`src/rtl/uart_tx_arbiter_if.sv`:
```
// Requester handshake and serial-line bundle for uart_tx_arbiter.
// master: requester/system side, slave: the arbiter itself.
interface uart_tx_arbiter_if #(
    parameter int DBIT = 8
);
    logic            req0_valid;
    logic [DBIT-1:0] req0_data;
    logic            req0_ready;
    logic            req1_valid;
    logic [DBIT-1:0] req1_data;
    logic            req1_ready;
    logic            tx;
    logic            busy;
    logic            grant_id;
    logic            tx_done_tick;

    modport master (
        output req0_valid, req0_data, req1_valid, req1_data,
        input  req0_ready, req1_ready, tx, busy, grant_id, tx_done_tick
    );

    modport slave (
        input  req0_valid, req0_data, req1_valid, req1_data,
        output req0_ready, req1_ready, tx, busy, grant_id, tx_done_tick
    );
endinterface

```
`src/rtl/uart_tx_arbiter.sv`:
```
// Two-requester round-robin arbiter feeding a single 8N1-style UART
// transmitter, timed by the oversample tick from the baud generator.
module uart_tx_arbiter #(
    parameter int DBIT    = 8,
    parameter int OS      = 16,
    parameter int SB_TICK = 16
) (
    input  logic               clk,
    input  logic               rst,
    input  logic               s_tick,
    uart_tx_arbiter_if.slave   bus
);

    localparam int TMAX = (OS > SB_TICK) ? OS : SB_TICK;
    localparam int TW   = (TMAX > 1) ? $clog2(TMAX) : 1;
    localparam int BW   = (DBIT > 1) ? $clog2(DBIT) : 1;

    localparam logic [TW-1:0] OS_LAST  = TW'(OS - 1);
    localparam logic [TW-1:0] SB_LAST  = TW'(SB_TICK - 1);
    localparam logic [BW-1:0] BIT_LAST = BW'(DBIT - 1);

    typedef enum logic [1:0] {IDLE, START, DATA, STOP} state_t;

    state_t          state_q, state_d;
    logic [TW-1:0]   tick_q, tick_d;
    logic [BW-1:0]   bit_q, bit_d;
    logic [DBIT-1:0] shift_q, shift_d;
    logic            tx_q, tx_d;
    logic            busy_q, busy_d;
    logic            grant_q, grant_d;
    logic            last_q, last_d;
    logic            rdy0_q, rdy0_d;
    logic            rdy1_q, rdy1_d;
    logic            done_q, done_d;
    logic            gnt;

    // State and registered outputs; last_grant resets to 1 so req0 wins the first tie.
    always_ff @(posedge clk) begin
        if (rst) begin
            state_q <= IDLE;
            tick_q  <= '0;
            bit_q   <= '0;
            shift_q <= '0;
            tx_q    <= 1'b1;
            busy_q  <= 1'b0;
            grant_q <= 1'b0;
            last_q  <= 1'b1;
            rdy0_q  <= 1'b0;
            rdy1_q  <= 1'b0;
            done_q  <= 1'b0;
        end else begin
            state_q <= state_d;
            tick_q  <= tick_d;
            bit_q   <= bit_d;
            shift_q <= shift_d;
            tx_q    <= tx_d;
            busy_q  <= busy_d;
            grant_q <= grant_d;
            last_q  <= last_d;
            rdy0_q  <= rdy0_d;
            rdy1_q  <= rdy1_d;
            done_q  <= done_d;
        end
    end

    // Arbitration, frame sequencing and next values of all registered outputs.
    always_comb begin
        state_d = state_q;
        tick_d  = tick_q;
        bit_d   = bit_q;
        shift_d = shift_q;
        tx_d    = tx_q;
        busy_d  = busy_q;
        grant_d = grant_q;
        last_d  = last_q;
        rdy0_d  = 1'b0;
        rdy1_d  = 1'b0;
        done_d  = 1'b0;
        gnt     = 1'b0;

        unique case (state_q)
            IDLE: begin
                if (bus.req0_valid || bus.req1_valid) begin
                    gnt     = (bus.req0_valid && bus.req1_valid) ? ~last_q : bus.req1_valid;
                    shift_d = gnt ? bus.req1_data : bus.req0_data;
                    grant_d = gnt;
                    last_d  = gnt;
                    rdy0_d  = ~gnt;
                    rdy1_d  = gnt;
                    tx_d    = 1'b0;
                    busy_d  = 1'b1;
                    tick_d  = '0;
                    state_d = START;
                end
            end
            START: begin
                if (s_tick) begin
                    if (tick_q == OS_LAST) begin
                        tick_d  = '0;
                        bit_d   = '0;
                        tx_d    = shift_q[0];
                        state_d = DATA;
                    end else begin
                        tick_d = tick_q + 1'b1;
                    end
                end
            end
            DATA: begin
                if (s_tick) begin
                    if (tick_q == OS_LAST) begin
                        tick_d = '0;
                        if (bit_q == BIT_LAST) begin
                            tx_d    = 1'b1;
                            state_d = STOP;
                        end else begin
                            // tx takes the bit that becomes shift[0] after this shift
                            shift_d = shift_q >> 1;
                            bit_d   = bit_q + 1'b1;
                            tx_d    = shift_q[1];
                        end
                    end else begin
                        tick_d = tick_q + 1'b1;
                    end
                end
            end
            STOP: begin
                if (s_tick) begin
                    if (tick_q == SB_LAST) begin
                        tick_d  = '0;
                        busy_d  = 1'b0;
                        done_d  = 1'b1;
                        state_d = IDLE;
                    end else begin
                        tick_d = tick_q + 1'b1;
                    end
                end
            end
            default: state_d = IDLE;
        endcase
    end

    assign bus.tx           = tx_q;
    assign bus.busy         = busy_q;
    assign bus.grant_id     = grant_q;
    assign bus.req0_ready   = rdy0_q;
    assign bus.req1_ready   = rdy1_q;
    assign bus.tx_done_tick = done_q;

endmodule

```
`src/flat_wrapper.sv`:
```
// flat-port wrapper written by rule: the top's interface ports become plain ports
module uart_tx_arbiter_flat 
#(
    parameter int DBIT    = 8,
    parameter int OS      = 16,
    parameter int SB_TICK = 16
)
  (clk, rst, s_tick, bus_req0_valid, bus_req0_data, bus_req1_valid, bus_req1_data, bus_req0_ready, bus_req1_ready, bus_tx, bus_busy, bus_grant_id, bus_tx_done_tick);
  uart_tx_arbiter_if #(.DBIT(DBIT)) bus_i ();
  input  logic clk;
  input  logic rst;
  input  logic s_tick;
  input wire logic [$bits(bus_i.req0_valid)-1:0] bus_req0_valid;
  input wire logic [$bits(bus_i.req0_data)-1:0] bus_req0_data;
  input wire logic [$bits(bus_i.req1_valid)-1:0] bus_req1_valid;
  input wire logic [$bits(bus_i.req1_data)-1:0] bus_req1_data;
  output wire logic [$bits(bus_i.req0_ready)-1:0] bus_req0_ready;
  output wire logic [$bits(bus_i.req1_ready)-1:0] bus_req1_ready;
  output wire logic [$bits(bus_i.tx)-1:0] bus_tx;
  output wire logic [$bits(bus_i.busy)-1:0] bus_busy;
  output wire logic [$bits(bus_i.grant_id)-1:0] bus_grant_id;
  output wire logic [$bits(bus_i.tx_done_tick)-1:0] bus_tx_done_tick;
  assign bus_i.req0_valid = bus_req0_valid;
  assign bus_i.req0_data = bus_req0_data;
  assign bus_i.req1_valid = bus_req1_valid;
  assign bus_i.req1_data = bus_req1_data;
  assign bus_req0_ready = bus_i.req0_ready;
  assign bus_req1_ready = bus_i.req1_ready;
  assign bus_tx = bus_i.tx;
  assign bus_busy = bus_i.busy;
  assign bus_grant_id = bus_i.grant_id;
  assign bus_tx_done_tick = bus_i.tx_done_tick;
  uart_tx_arbiter #(.DBIT(DBIT), .OS(OS), .SB_TICK(SB_TICK)) u_core (.clk(clk), .rst(rst), .s_tick(s_tick), .bus(bus_i));
endmodule
```
`config.mk`:
```
export PLATFORM = sky130hd
export DESIGN_NAME = uart_tx_arbiter_flat
export DESIGN_NICKNAME = d
export VERILOG_FILES = /design/src/rtl/uart_tx_arbiter_if.sv /design/src/rtl/uart_tx_arbiter.sv /design/src/flat_wrapper.sv
export SDC_FILE = /design/constraint.sdc
export NUM_CORES = 1
export LEC_CHECK = 0
export ABC_AREA = 0
export BUFFER_PORTS_ARGS = -buffer_cell sky130_fd_sc_hd__buf_4
export CORE_AREA = 2 2 64 66
export DETAILED_ROUTE_END_ITERATION = 7
export DIE_AREA = 0 0 66 68
export HOLD_SLACK_MARGIN = 0.08
export SYNTH_ARGS = -nofsm -noshare
export SYNTH_HDL_FRONTEND = slang
export SYNTH_SLANG_ARGS = --single-unit
```
`constraint.sdc`:
```
create_clock -name clk -period 2.1 [get_ports clk]
set_input_delay 0 -clock clk [delete_from_list [all_inputs] [get_ports clk]]
set_output_delay 0 -clock clk [all_outputs]
set_load 0.01 [all_outputs]
```
=== Word level (Yosys, flattened, before mapping) ===
Index checks and enable logic that the tools add are counted.

* Add/sub/neg operators: 2
* Equal/unequal tests: 15
* Mux-type cells: 38
* Bitwise logic cells: 6
* Reductions and logical operators: 17

{| class="wikitable"
|+ Operators by type and width
! cell !! count
|-
| $mux 8 || 5
|-
| $mux 2 || 8
|-
| $pmux 8 s2 || 1
|-
| $mux 3 || 5
|-
| $mux 4 || 3
|-
| $ne 2x1->1 const B || 6
|-
| $reduce_and 6->1 || 2
|-
| $mux 1 || 11
|-
| $reduce_or 3->1 || 3
|-
| $ne 2x2->1 const B || 4
|-
| $pmux 2 s4 || 1
|-
| $pmux 4 s2 || 1
|-
| $reduce_and 8->1 || 1
|-
| $not 1->1 || 6
|-
| $pmux 3 s2 || 1
|-
| $reduce_bool 2->1 || 3
|-
| $reduce_and 5->1 || 1
|-
| $add 4x1->4 const B || 1
|-
| $eq 2x2->1 const B || 2
|-
| $eq 4x4->1 const B || 1
|-
| $reduce_and 2->1 || 2
|-
| $reduce_and 4->1 || 1
|-
| $add 3x1->3 const B || 1
|-
| $eq 3x3->1 const B || 1
|-
| 7 further kinds || 7
|}

* Flip-flop bits (word level): 24
* Input bits: 21
* Output and inout port bits: 6
* Word-level logic and storage cells: 89

=== Longest topological paths before layout ===
Gate-level depths: netlist of the first run.

* Depth after elaboration: 5
* Gate-level depth with buffers: 6
* Gate-level depth less buffers: 6

=== Worst setup path before layout of the first run ===
No wires, ideal clock.

* Kind: register to register
* From: register u_core.state_q[0]
* To: register u_core.shift_q[0]
* Library setup time: 122 ps
* Data arrival time: 1445 ps
* Data required time: 1978 ps
* Slack: 532 ps
* Stages on the path, launching flop included: 7
* Buffers on the path: 0
* Period minus slack after synthesis: 1568 ps
* Cell sequence: dfxtp_1 > inv_1 > ha_1 > nor3b_4 > a21oi_1 > nand2_2 > mux2i_1

* Longest elaborated chain between the ends: 3
* Elaborated cells between the ends (all ways): 9
* Those cells by class: eq/ne: 5; mux: 1; reduce/logical: 3

{| class="wikitable"
|+ Ends and longest elaborated chain
! item !! RTL line !! RTL
|-
| start, declared || uart_tx_arbiter.sv:24 || <nowiki>state_t state_q, state_d;</nowiki>
|-
| start signal, assigned || uart_tx_arbiter.sv:52 || <nowiki>state_q <= state_d;</nowiki>
|-
| $eq 2x2->1 / $logic_not 2->1 (equally long branches) || uart_tx_arbiter.sv:81 || <nowiki>unique case (state_q)</nowiki>
|-
| $ne 2x2->1 (no line) (tied with other cells) || - ||
|-
| $reduce_and 5->1 (no line) || - ||
|-
| end signal, assigned || uart_tx_arbiter.sv:55 || <nowiki>shift_q <= shift_d;</nowiki>
|-
| end, declared || uart_tx_arbiter.sv:27 || <nowiki>logic [DBIT-1:0] shift_q, shift_d;</nowiki>
|}

Several ways; a longest one is shown, not always the timed one.
A chain may end at the register's enable or synchronous reset.

=== Worst setup path in the final report of the first run ===
* From: register u_core.state_q[0]
* To: register u_core.shift_q[3]

Same word-level chain as after synthesis.

==> results of run 1 <==
## power breakdown
part           total, mW  internal (mW)  switching [mW]  leakage, nW
logic              0.908          0.419           0.489        0.510
registers          0.627          0.563          0.0639        0.197
clock network      0.266          0.128           0.138       0.0216
total               1.80           1.11           0.691        0.728
## worst max-delay path by stage
stage                                    to  slack [ps]  depth (start not counted)
after floorplan           u_core.shift_q[0]         530                          6
final                     u_core.shift_q[3]         220                          6
after CTS                 u_core.shift_q[3]         230                          6
after global routing      u_core.shift_q[5]          50                          6
after detailed placement  u_core.shift_q[3]         260                          6
after global placement    u_core.shift_q[1]         360                          6
## kinds of logic after synthesis
kind of cell,count (synthesis),synth area share
simple gates,45,0.179
fa+ha+maj,9,0.0781
buf+inv,18,0.0686
xor+xnor,1,0.00608
flops,24,0.333
mux,15,0.114
compound gates,50,0.221
## cells in the mapped netlist (3+ instances only)
master / n / area (um^2)
nor2_1: 10 / 37.5
nand4b_1: 3 / 26.3
dfxtp_1: 24 / 480
mux2_2: 7 / 78.8
a21oi_1: 19 / 95.1
nand2_1: 10 / 37.5
ha_1: 9 / 113
o21ai_0: 15 / 75.1
mux2i_1: 7 / 70.1
nor3_1: 3 / 15.0
inv_1: 11 / 41.3
nand4_1: 3 / 18.8
## per-stage QoR
stage	total power, mW	area, um^2
2_1_floorplan	1.34	1440
3_3_place_gp	1.52	1650
3_5_place_dp	1.53	1650
4_1_cts	1.81	1710
5_1_grt	1.96	1710
6_report	1.80	1710
## sequential cells by signal (all words and copies together), names as in the netlist
register                 cells
u_core.shift_q               8
u_core.tick_q                4
u_core.bus.tx_done_tick      1
u_core.bus.req1_ready        1
u_core.last_q                1
u_core.state_q               2
u_core.bus.busy              1
u_core.bus.tx                1
u_core.bit_q                 3
u_core.bus.grant_id          1
u_core.bus.req0_ready        1
## worst register-to-register path, cell delays in order (launching register included)
cell     delay [ps]
dfxtp_1         340
inv_1           140
ha_1            320
nor3b_4         410
a21oi_1         170
nand2_2         230
mux2i_1         210
## placed cells by master (no fill, tap or decap), drive strengths merged
cell type,instances
a211oi,1
a21boi,1
a21o,2
a21oi,20
a22oi,1
a2bb2oi,1
a311oi,2
a32oi,2
a41o,1
and2b,1
and3,2
buf,27
clkbuf,3
dfxtp,24
dlygate4sd3,2
ha,9
inv,11
mux2,8
mux2i,7
nand2,11
nand2b,3
nand3,2
nand3b,1
nand4,3
nand4b,3
nor2,10
nor2b,1
nor3,4
nor3b,3
o21ai,15
o21ba,1
o22a,1
o22ai,2
or2,1
xnor2,1
## final cells by class
| cell class | instances | area share |
|---|---|---|
| multi-input combinational | 120 | 0.504 |
| tap | 50 | 0.0366 |
| clock buffer | 3 | 0.0241 |
| inverter | 11 | 0.0241 |
| sequential | 24 | 0.281 |
| timing repair buffer | 29 | 0.130 |
## metal layers
layer  wire length (um)  vias to the layer above
li1                   -                      633
met1               1430                      576
met2               1470                       16
met3                 89                        4
met4                 37                        0
met5                  0                        -
## timing repair
item / in CTS / in global routing
endpoints found under the hold margin: 4 / 0
setup endpoints to repair: 0 / 0
hold buffers: 2 / 0
==> PnR_summary.wiki, run 1 <==
{| class="wikitable"
! Metric !! Value
|-
| Result of the run || finished clean
|-
| Level count of the clock H-tree || 1
|-
| Final net count || 219
|-
| Post-layout utilization of the core || 0.444
|-
| Worst R2R End || u_core.shift_q[3]
|-
| Worst EP arrival || 2080 ps
|-
| Hold violation count in the final report || 0
|-
| Highest net fanout along the worst path || 8
|-
| Setup Buffers After CTS || 0
|-
| Setup TNS || 0 ps
|-
| Share of the clock period used by the worst path after layout || 0.896
|-
| Via count of the first global-routing pass || 1,187
|-
| Worst path setup slack after routing || 219 ps
|-
| Num rows || 23
|-
| Worst-case setup slack after placement || 264 ps
|-
| Core outline area || 3860 um^2
|-
| Multi-input gate area in the final layout || 862 um^2
|-
| Largest net degree at the start of global routing || 26
|-
| Number of flops mapped to enable cells by yosys || 0
|-
| HPWL after detailed placement || 2240 um
|-
| CTS tree || yes
|-
| Number of antenna cells inserted || 0
|-
| Met2 usage || 0.264
|-
| Slew at the pin closest to its max-slew limit || 583 ps
|-
| Distinct cells, synth || 43
|-
| Endpoint kind of the worst setup timing path || register
|-
| Clock sinks || 24
|-
| Synthesized netlist cell count || 162
|-
| Startpoint type of the worst setup path || register
|-
| Global routing met1 resource utilization || 0.170
|-
| Startpoint of the most critical hold path || rst
|-
| First-iteration detailed-routing DRC count || 57
|-
| Number of vias after detailed routing || 1,229
|-
| Final max-slew violation count || 0
|-
| Routed wirelength normalized by instance count || 12.8 um
|-
| Reg clk slew, reported paths || 80 ps
|-
| Hold slack || 97.8 ps
|-
| Layout Cells excl Fill || 237
|-
| Global route overflow || 0
|-
| Hold Path Sink || u_core.tick_q[1]
|-
| CTS Buffer Depth || 2
|-
| Fillcell total || 385
|-
| Highest-utilization routing layer at the global route stage || met2
|-
| Area growth from synthesis to layout || 18.7%
|-
| Worst reg2reg path startpoint || u_core.state_q[0]
|-
| Max Clock Skew || 2.64 ps
|-
| Post-synthesis sequential area ratio || 0.333
|-
| Number of buffers inserted during clock tree synthesis || 3
|-
| Global Route Usage Sum || 0.145
|-
| Number of DRC violations after detailed routing || 0
|-
| Maximum Capacitance Violations || 0
|-
| Min-delay worst type || in2reg
|-
| Cell-by-cell trace of the critical path || inv_1 > ha_1 > nor3b_4 > a21oi_1 > nand2_2 > mux2i_1
|-
| Slew margin rel. || 0.609
|-
| Unrepaired setup endpoints after global routing || no
|-
| Placed cell count || 232
|-
| X dimension of the die || 66 um
|-
| Delay of the slowest cell on the worst path || 410 ps
|-
| Share of synthesized flip-flops with an asynchronous set or reset || 0
|-
| Detailed-route wire length || 3030 um
|-
| Count of port buffers added during placement || 26
|-
| Met3 global-route usage || 0.0247
|-
| Detailed-routing iteration count for the pre-antenna-repair pass || 4
|-
| Antenna violation net count after detailed routing || 0
|-
| Worst-Skew Late Latency || 260 ps
|-
| Critical path launch point || u_core.state_q[0]
|-
| Initial core utilization || 0.374
|-
| Worst hold stages || 2
|-
| Max VDD drop || 0.000356 V
|-
| Total leakage power || 0.728 nW
|-
| Slowest-stage cell, CP || nor3b_4
|-
| Crit path buffers/inverters || 1
|-
| Pwr/cell area || 1050 nW/um^2
|-
| Wire length of the first global-routing pass || 5100 um
|-
| Crit Path Class || reg2reg
|-
| #FFs+latches synth || 24
|-
| Setup Viol. Count Final || 0
|-
| Post-synthesis cell area || 1440 um^2
|-
| Die Ht || 68 um
|-
| Average size of a mapped cell || 8.90 um^2
|-
| Via count normalized by instance count || 5.19
|-
| Maximum operating frequency || 532 MHz
|-
| Weighted congestion reported at the end of routability-driven placement || 0.786
|-
| Reg2Reg Setup Slack || 220 ps
|-
| Crit-path leading delay family || simple AND/OR/NAND/NOR gates
|-
| Cell count of the worst reg-to-reg path || 6
|-
| Area taken by flip-flops and latches || 480 um^2
|-
| Area enclosed by the die boundary || 4490 um^2
|-
| CP Data Required Time || 2300 ps
|-
| Dominant synthesized flop cell || dfxtp_1
|-
| Quantity of gates resized following cts || 0
|-
| Post-synth net total || 192
|-
| Antenna violations before repair || 0
|-
| Post-layout min period || 1880 ps
|-
| Fraction of final layout cells sized beyond drive strength 1 || 0.257
|-
| Clock tree root buffer cell || clkbuf_8
|-
| YS warnings || 0
|-
| IO Pins || 27
|}
Note: power is estimated with default switching activity, not from simulation.
==> run 2, diff against run 1 <==
PLACE_DENSITY_LB_ADDON = 0.1   (was unset)
==> run 2 against run 1 <==
Clock skew up 3.5 ps. Final area up 3.2%. Maximum frequency fell by 0.37%. Sequential power about the same. Flip-flop and latch count unchanged. Wire length is 10% higher. Critical endpoint is now u_core.bit_q[2]. First-iteration DRC count is 16% lower. Hold slack improved by 4.1 ps. Global-route usage up 1.7 points.
==> PnR_summary.wiki, run 2 (synthesis gave the netlist of run 1 again) <==
{| class="wikitable"
! Metric !! Value
|-
| CP Data Required Time || 2310 ps
|-
| Final max-slew violation count || 0
|-
| Biggest regs || u_core.shift_q x8, u_core.tick_q x4, u_core.bit_q x3
|-
| Maximum operating frequency || 530 MHz
|-
| Via count normalized by instance count || 5.17
|-
| Level count of the clock H-tree || 1
|-
| Slowest-stage cell, CP || ha_1
|-
| Number of vias after detailed routing || 1,246
|-
| Number of buffers inserted during clock tree synthesis || 3
|-
| Detailed-routing iteration count for the pre-antenna-repair pass || 4
|-
| Antenna violations before repair || 0
|-
| Clock tree root buffer cell || clkbuf_8
|-
| IO Pins || 27
|-
| HPWL after detailed placement || 2440 um
|-
| Area enclosed by the die boundary || 4490 um^2
|-
| Routed wirelength normalized by instance count || 13.9 um
|-
| CTS Buffer Depth || 2
|-
| Slew at the pin closest to its max-slew limit || 605 ps
|-
| Final net count || 222
|-
| Total leakage power || 0.757 nW
|-
| Share of the clock period used by the worst path after layout || 0.899
|-
| Weighted congestion reported at the end of routability-driven placement || 0.902
|-
| Total power || 1.98 mW
|-
| Most frequent cells in the layout || buf_4 (29), dfxtp_1 (24), a21oi_1 (19)
|-
| Setup Viol. Count Final || 0
|-
| Area growth from synthesis to layout || 22.5%
|-
| Maximum Capacitance Violations || 0
|-
| Worst EP arrival || 2090 ps
|-
| Wire length of the first global-routing pass || 5670 um
|-
| Fraction of final layout cells sized beyond drive strength 1 || 0.267
|-
| Slew margin rel. || 0.594
|-
| Max VDD drop || 0.000382 V
|-
| Quantity of gates resized following cts || 0
|-
| Worst path setup slack after routing || 212 ps
|-
| Global route overflow || 0
|-
| Global Route Usage Sum || 0.163
|-
| Antenna violation net count after detailed routing || 0
|-
| Unrepaired setup endpoints after global routing || no
|-
| Via count of the first global-routing pass || 1,244
|-
| Initial core utilization || 0.374
|-
| Num rows || 23
|-
| Die Ht || 68 um
|-
| Post-layout min period || 1890 ps
|-
| Number of antenna cells inserted || 0
|-
| Count of port buffers added during placement || 26
|-
| Hold slack || 102 ps
|-
| CTS tree || yes
|-
| Detailed-route wire length || 3340 um
|-
| Endpoint kind of the worst setup timing path || register
|-
| Reg clk slew, reported paths || 90 ps
|-
| Core outline area || 3860 um^2
|-
| Min-delay worst type || in2reg
|-
| Delay of the slowest cell on the worst path || 500 ps
|-
| Most common cell after layout, fill and taps aside || buf_4
|-
| Number of DRC violations after detailed routing || 0
|-
| Startpoint type of the worst setup path || register
|-
| Crit Path Class || reg2reg
|-
| Worst-Skew Late Latency || 270 ps
|-
| Largest register by flop count || u_core.shift_q
|-
| Pwr/cell area || 1120 nW/um^2
|-
| Hold violation count in the final report || 0
|-
| Result of the run || finished clean
|-
| Largest net degree at the start of global routing || 26
|-
| First-iteration detailed-routing DRC count || 48
|-
| X dimension of the die || 66 um
|-
| Largest register FFs || 8
|-
| Setup TNS || 0 ps
|-
| Worst-case setup slack after placement || 228 ps
|-
| Cell-by-cell trace of the critical path || inv_1 > ha_1 > nand2b_1 > o22ai_1 > nand4_1 > a21oi_1
|-
| Highest net fanout along the worst path || 17
|-
| Max Clock Skew || 6.10 ps
|-
| Clock sinks || 24
|}
==> run 2: cell types whose count changed in the layout (fill, tap and decap cells not counted), sizes merged <==
cell / change
buf: +2
dlygate4sd3: +1
bufinv: +1
==> run 2: stage by stage <==
stage                     cell area (um^2)  cells   util
final                                 1770    241  0.458
after global routing                  1770    241  0.458
after CTS                             1750    239  0.454
after detailed placement              1650    232  0.428
after global placement                1650    232  0.428
after floorplan                       1440    162      -
==> run 2: critical path, delay by kind of cell, from the launching register on <==
| kind | cells | cell delay (ps) |
|---|---|---|
| adder cells (fa/ha/maj) | 1 | 500 |
| AO/OA/AOI/OAI | 2 | 490 |
| AND/OR/NAND/NOR | 2 | 360 |
| flip-flops | 1 | 340 |
| buffers and inverters | 1 | 130 |
==> run 2: final timing paths <==
| kind | from | to | slack (ps) | cells past startpoint |
|---|---|---|---|---|
| worst max-delay path | u_core.state_q[0] | u_core.bit_q[2] | 210 | 6 |
| worst min-delay path | bus_req0_valid | u_core.last_q | 100 | 3 |
| worst max register to register | u_core.state_q[0] | u_core.bit_q[2] | 210 | 6 |
| worst min register to register | u_core.shift_q[6] | u_core.shift_q[6] | 470 | 2 |
==> run 2: what timing repair did <==
action | in CTS | in global routing
hold buffers | 3 | 0
setup buffers | 0 | 2
hold endpoints to repair | 5 | 0
endpoints found under the setup margin | 0 | 1
==> run 2: layout make-up <==
type,instances,area [um^2]
clock buffers,3,41.3
clock inverters,1,30.0
fillers,405,2090
inverters,11,41.3
multi-input cells,120,862
flip-flops and latches,24,480
well taps,50,62.6
repair buffers,32,248
==> run 2: layer usage <==
metal  up-vias  track usage  part of all wire
met5         -            0                 0
met4         0       0.0383            0.0090
met3         4       0.0214             0.032
met2        18        0.275              0.44
met1       584        0.222              0.52
li1        640            -                 -
==> run 2: power breakdown <==
part           leakage [nW]  switching [mW]  total [mW]  internal (mW)
Sequential            0.197          0.0612       0.624          0.563
Combinational         0.524           0.513       0.942          0.429
Clock                0.0357           0.155       0.410          0.255
Total                 0.757           0.730        1.98           1.25
==> run 3, diff against run 2 <==
clock period = 2.3 ns   (was 2.1 ns; I/O delays follow)
==> run 3 against run 2 <==
Global-route usage fell by 0.37 points. Wire length fell by 3.3%. Sequential share of layout area rose by 0.49 points. Core utilization fell by 0.81 points. Hold slack got worse by 8.5 ps. Clock skew barely moved. Sequential power fell by 7.9%. Via count rose by 0.56%. Power fell by 14%. Count of clock-buffer cells in the layout rose by 1. Combinational power fell by 12%. Critical path type unchanged. Largest power group unchanged. Highest routed layer unchanged.
==> PnR_summary.wiki, run 3 (synthesis gave the netlist of run 1 again) <==
{| class="wikitable"
! Metric !! Value
|-
| Slew at the pin closest to its max-slew limit || 616 ps
|-
| Number of DRC violations after detailed routing || 0
|-
| Unrepaired setup endpoints after global routing || no
|-
| Initial core utilization || 0.374
|-
| Largest register FFs || 8
|-
| Maximum Capacitance Violations || 0
|-
| Area growth from synthesis to layout || 20.3%
|-
| Level count of the clock H-tree || 1
|-
| CTS tree || yes
|-
| IO Pins || 27
|-
| Wire length of the first global-routing pass || 5460 um
|-
| Antenna violations before repair || 0
|-
| Fraction of final layout cells sized beyond drive strength 1 || 0.259
|-
| Number of vias after detailed routing || 1,253
|-
| Delay of the slowest cell on the worst path || 410 ps
|-
| Crit Path Class || reg2reg
|-
| Detailed-route wire length || 3230 um
|-
| Layout Cell Area excl Fill || 1730 um^2
|-
| Quantity of gates resized following cts || 0
|-
| Startpoint type of the worst setup path || register
|-
| Max VDD drop || 0.000419 V
|-
| Via count normalized by instance count || 5.24
|-
| Placed Instance Area || 1650 um^2
|-
| Biggest regs || u_core.shift_q x8, u_core.tick_q x4, u_core.bit_q x3
|-
| Slowest-stage cell, CP || nor3b_4
|-
| Largest register by flop count || u_core.shift_q
|-
| Share of the clock period used by the worst path after layout || 0.819
|-
| Maximum operating frequency || 531 MHz
|-
| Detailed-routing iteration count for the pre-antenna-repair pass || 4
|-
| Num rows || 23
|-
| Final max-slew violation count || 0
|-
| Fillcell total || 401
|-
| Worst path setup slack after routing || 417 ps
|-
| Count of port buffers added during placement || 26
|-
| Layout Cells excl Fill || 239
|-
| Worst-Skew Late Latency || 270 ps
|-
| Pwr/cell area || 981 nW/um^2
|-
| First-iteration detailed-routing DRC count || 55
|-
| X dimension of the die || 66 um
|-
| Final net count || 220
|-
| Crit-path leading delay family || simple AND/OR/NAND/NOR gates
|-
| Endpoint kind of the worst setup timing path || register
|-
| Most common cell after layout, fill and taps aside || buf_4
|-
| CTS Buffer Depth || 2
|-
| Reg clk slew, reported paths || 90 ps
|-
| Die Ht || 68 um
|-
| Weighted congestion reported at the end of routability-driven placement || 0.747
|-
| CP Data Required Time || 2500 ps
|-
| Number of buffers inserted during clock tree synthesis || 3
|-
| Post-layout min period || 1880 ps
|-
| Crit path buffers/inverters || 1
|-
| Core outline area || 3860 um^2
|-
| Highest net fanout along the worst path || 8
|-
| Worst-case setup slack after placement || 420 ps
|-
| Setup TNS || 0 ps
|-
| HPWL after detailed placement || 2380 um
|-
| Slew margin rel. || 0.587
|-
| Setup Viol. Count Final || 0
|-
| Largest net degree at the start of global routing || 26
|-
| Max Clock Skew || 6.30 ps
|-
| Antenna violation net count after detailed routing || 0
|-
| Clock tree root buffer cell || clkbuf_8
|-
| Global route overflow || 0
|-
| Min-delay worst type || in2reg
|-
| Area enclosed by the die boundary || 4490 um^2
|-
| Via count of the first global-routing pass || 1,211
|-
| Result of the run || finished clean
|-
| Most frequent cells in the layout || buf_4 (27), dfxtp_1 (24), a21oi_1 (19)
|-
| Hold violation count in the final report || 0
|-
| Global Route Usage Sum || 0.159
|-
| Number of antenna cells inserted || 0
|-
| Placed cell count || 232
|-
| Routed wirelength normalized by instance count || 13.5 um
|-
| Total leakage power || 0.740 nW
|-
| Cell-by-cell trace of the critical path || inv_1 > ha_1 > nor3b_4 > a21oi_1 > nand2_2 > mux2i_1
|-
| Clock sinks || 24
|-
| Worst EP arrival || 2080 ps
|}
[run 3: stage by stage]
| step | hold WS (ps) | total power [mW] | util |
|---|---|---|---|
| finish | 93.4 | 1.70 | 0.450 |
| global route | 118 | 1.83 | 0.450 |
| CTS | 94.1 | 1.71 | 0.450 |
| detailed placement | 340 | 1.41 | 0.428 |
| global placement | 335 | 1.40 | 0.428 |
| floorplan | 183 | 1.23 | - |
[run 3: power by group]
group          leakage (nW)  total, mW  internal (mW)  switching [mW]
registers             0.197      0.575          0.514          0.0614
logic                 0.514      0.833          0.384           0.449
clock network        0.0288      0.292          0.153           0.139
total                 0.740       1.70           1.05           0.650
[run 3: what timing repair did]
action                    CTS  global route
setup buffers               0             0
hold buffers                3             0
hold endpoints to repair    5             0
[run 3: tightest hold or removal path: stages]
cell and delay [ps]:
buf_4 120, nor2_1 40, nand2_1 80, a311oi_1 80
[run 3: path summary, 6_finish.rpt]
kind / slack (ps) / cells after the start / end / start
setup / recovery: 420 / 6 / u_core.shift_q[0] / u_core.state_q[0]
hold reg to reg: 460 / 2 / u_core.shift_q[5] / u_core.shift_q[5]
setup reg to reg: 420 / 6 / u_core.shift_q[0] / u_core.state_q[0]
hold / removal: 90 / 4 / u_core.shift_q[4] / bus_req0_valid
[run 3: per-layer routing]
metal | up-vias | GRT usage | wire length (um) | part of all wire
met5 | - | 0 | 0 | 0
met4 | 0 | 0.0587 | 37 | 0.011
met3 | 4 | 0.0247 | 126 | 0.039
met2 | 30 | 0.266 | 1480 | 0.46
met1 | 585 | 0.209 | 1580 | 0.49
li1 | 634 | - | - | -
[run 3: final cells by class]
type | count | area [um^2] | area share
clock buffers | 4 | 55.1 | 0.0317
well taps | 50 | 62.6 | 0.0361
multi-input cells | 120 | 862 | 0.497
inverters | 11 | 41.3 | 0.0238
repair buffers | 30 | 233 | 0.134
flip-flops and latches | 24 | 480 | 0.277
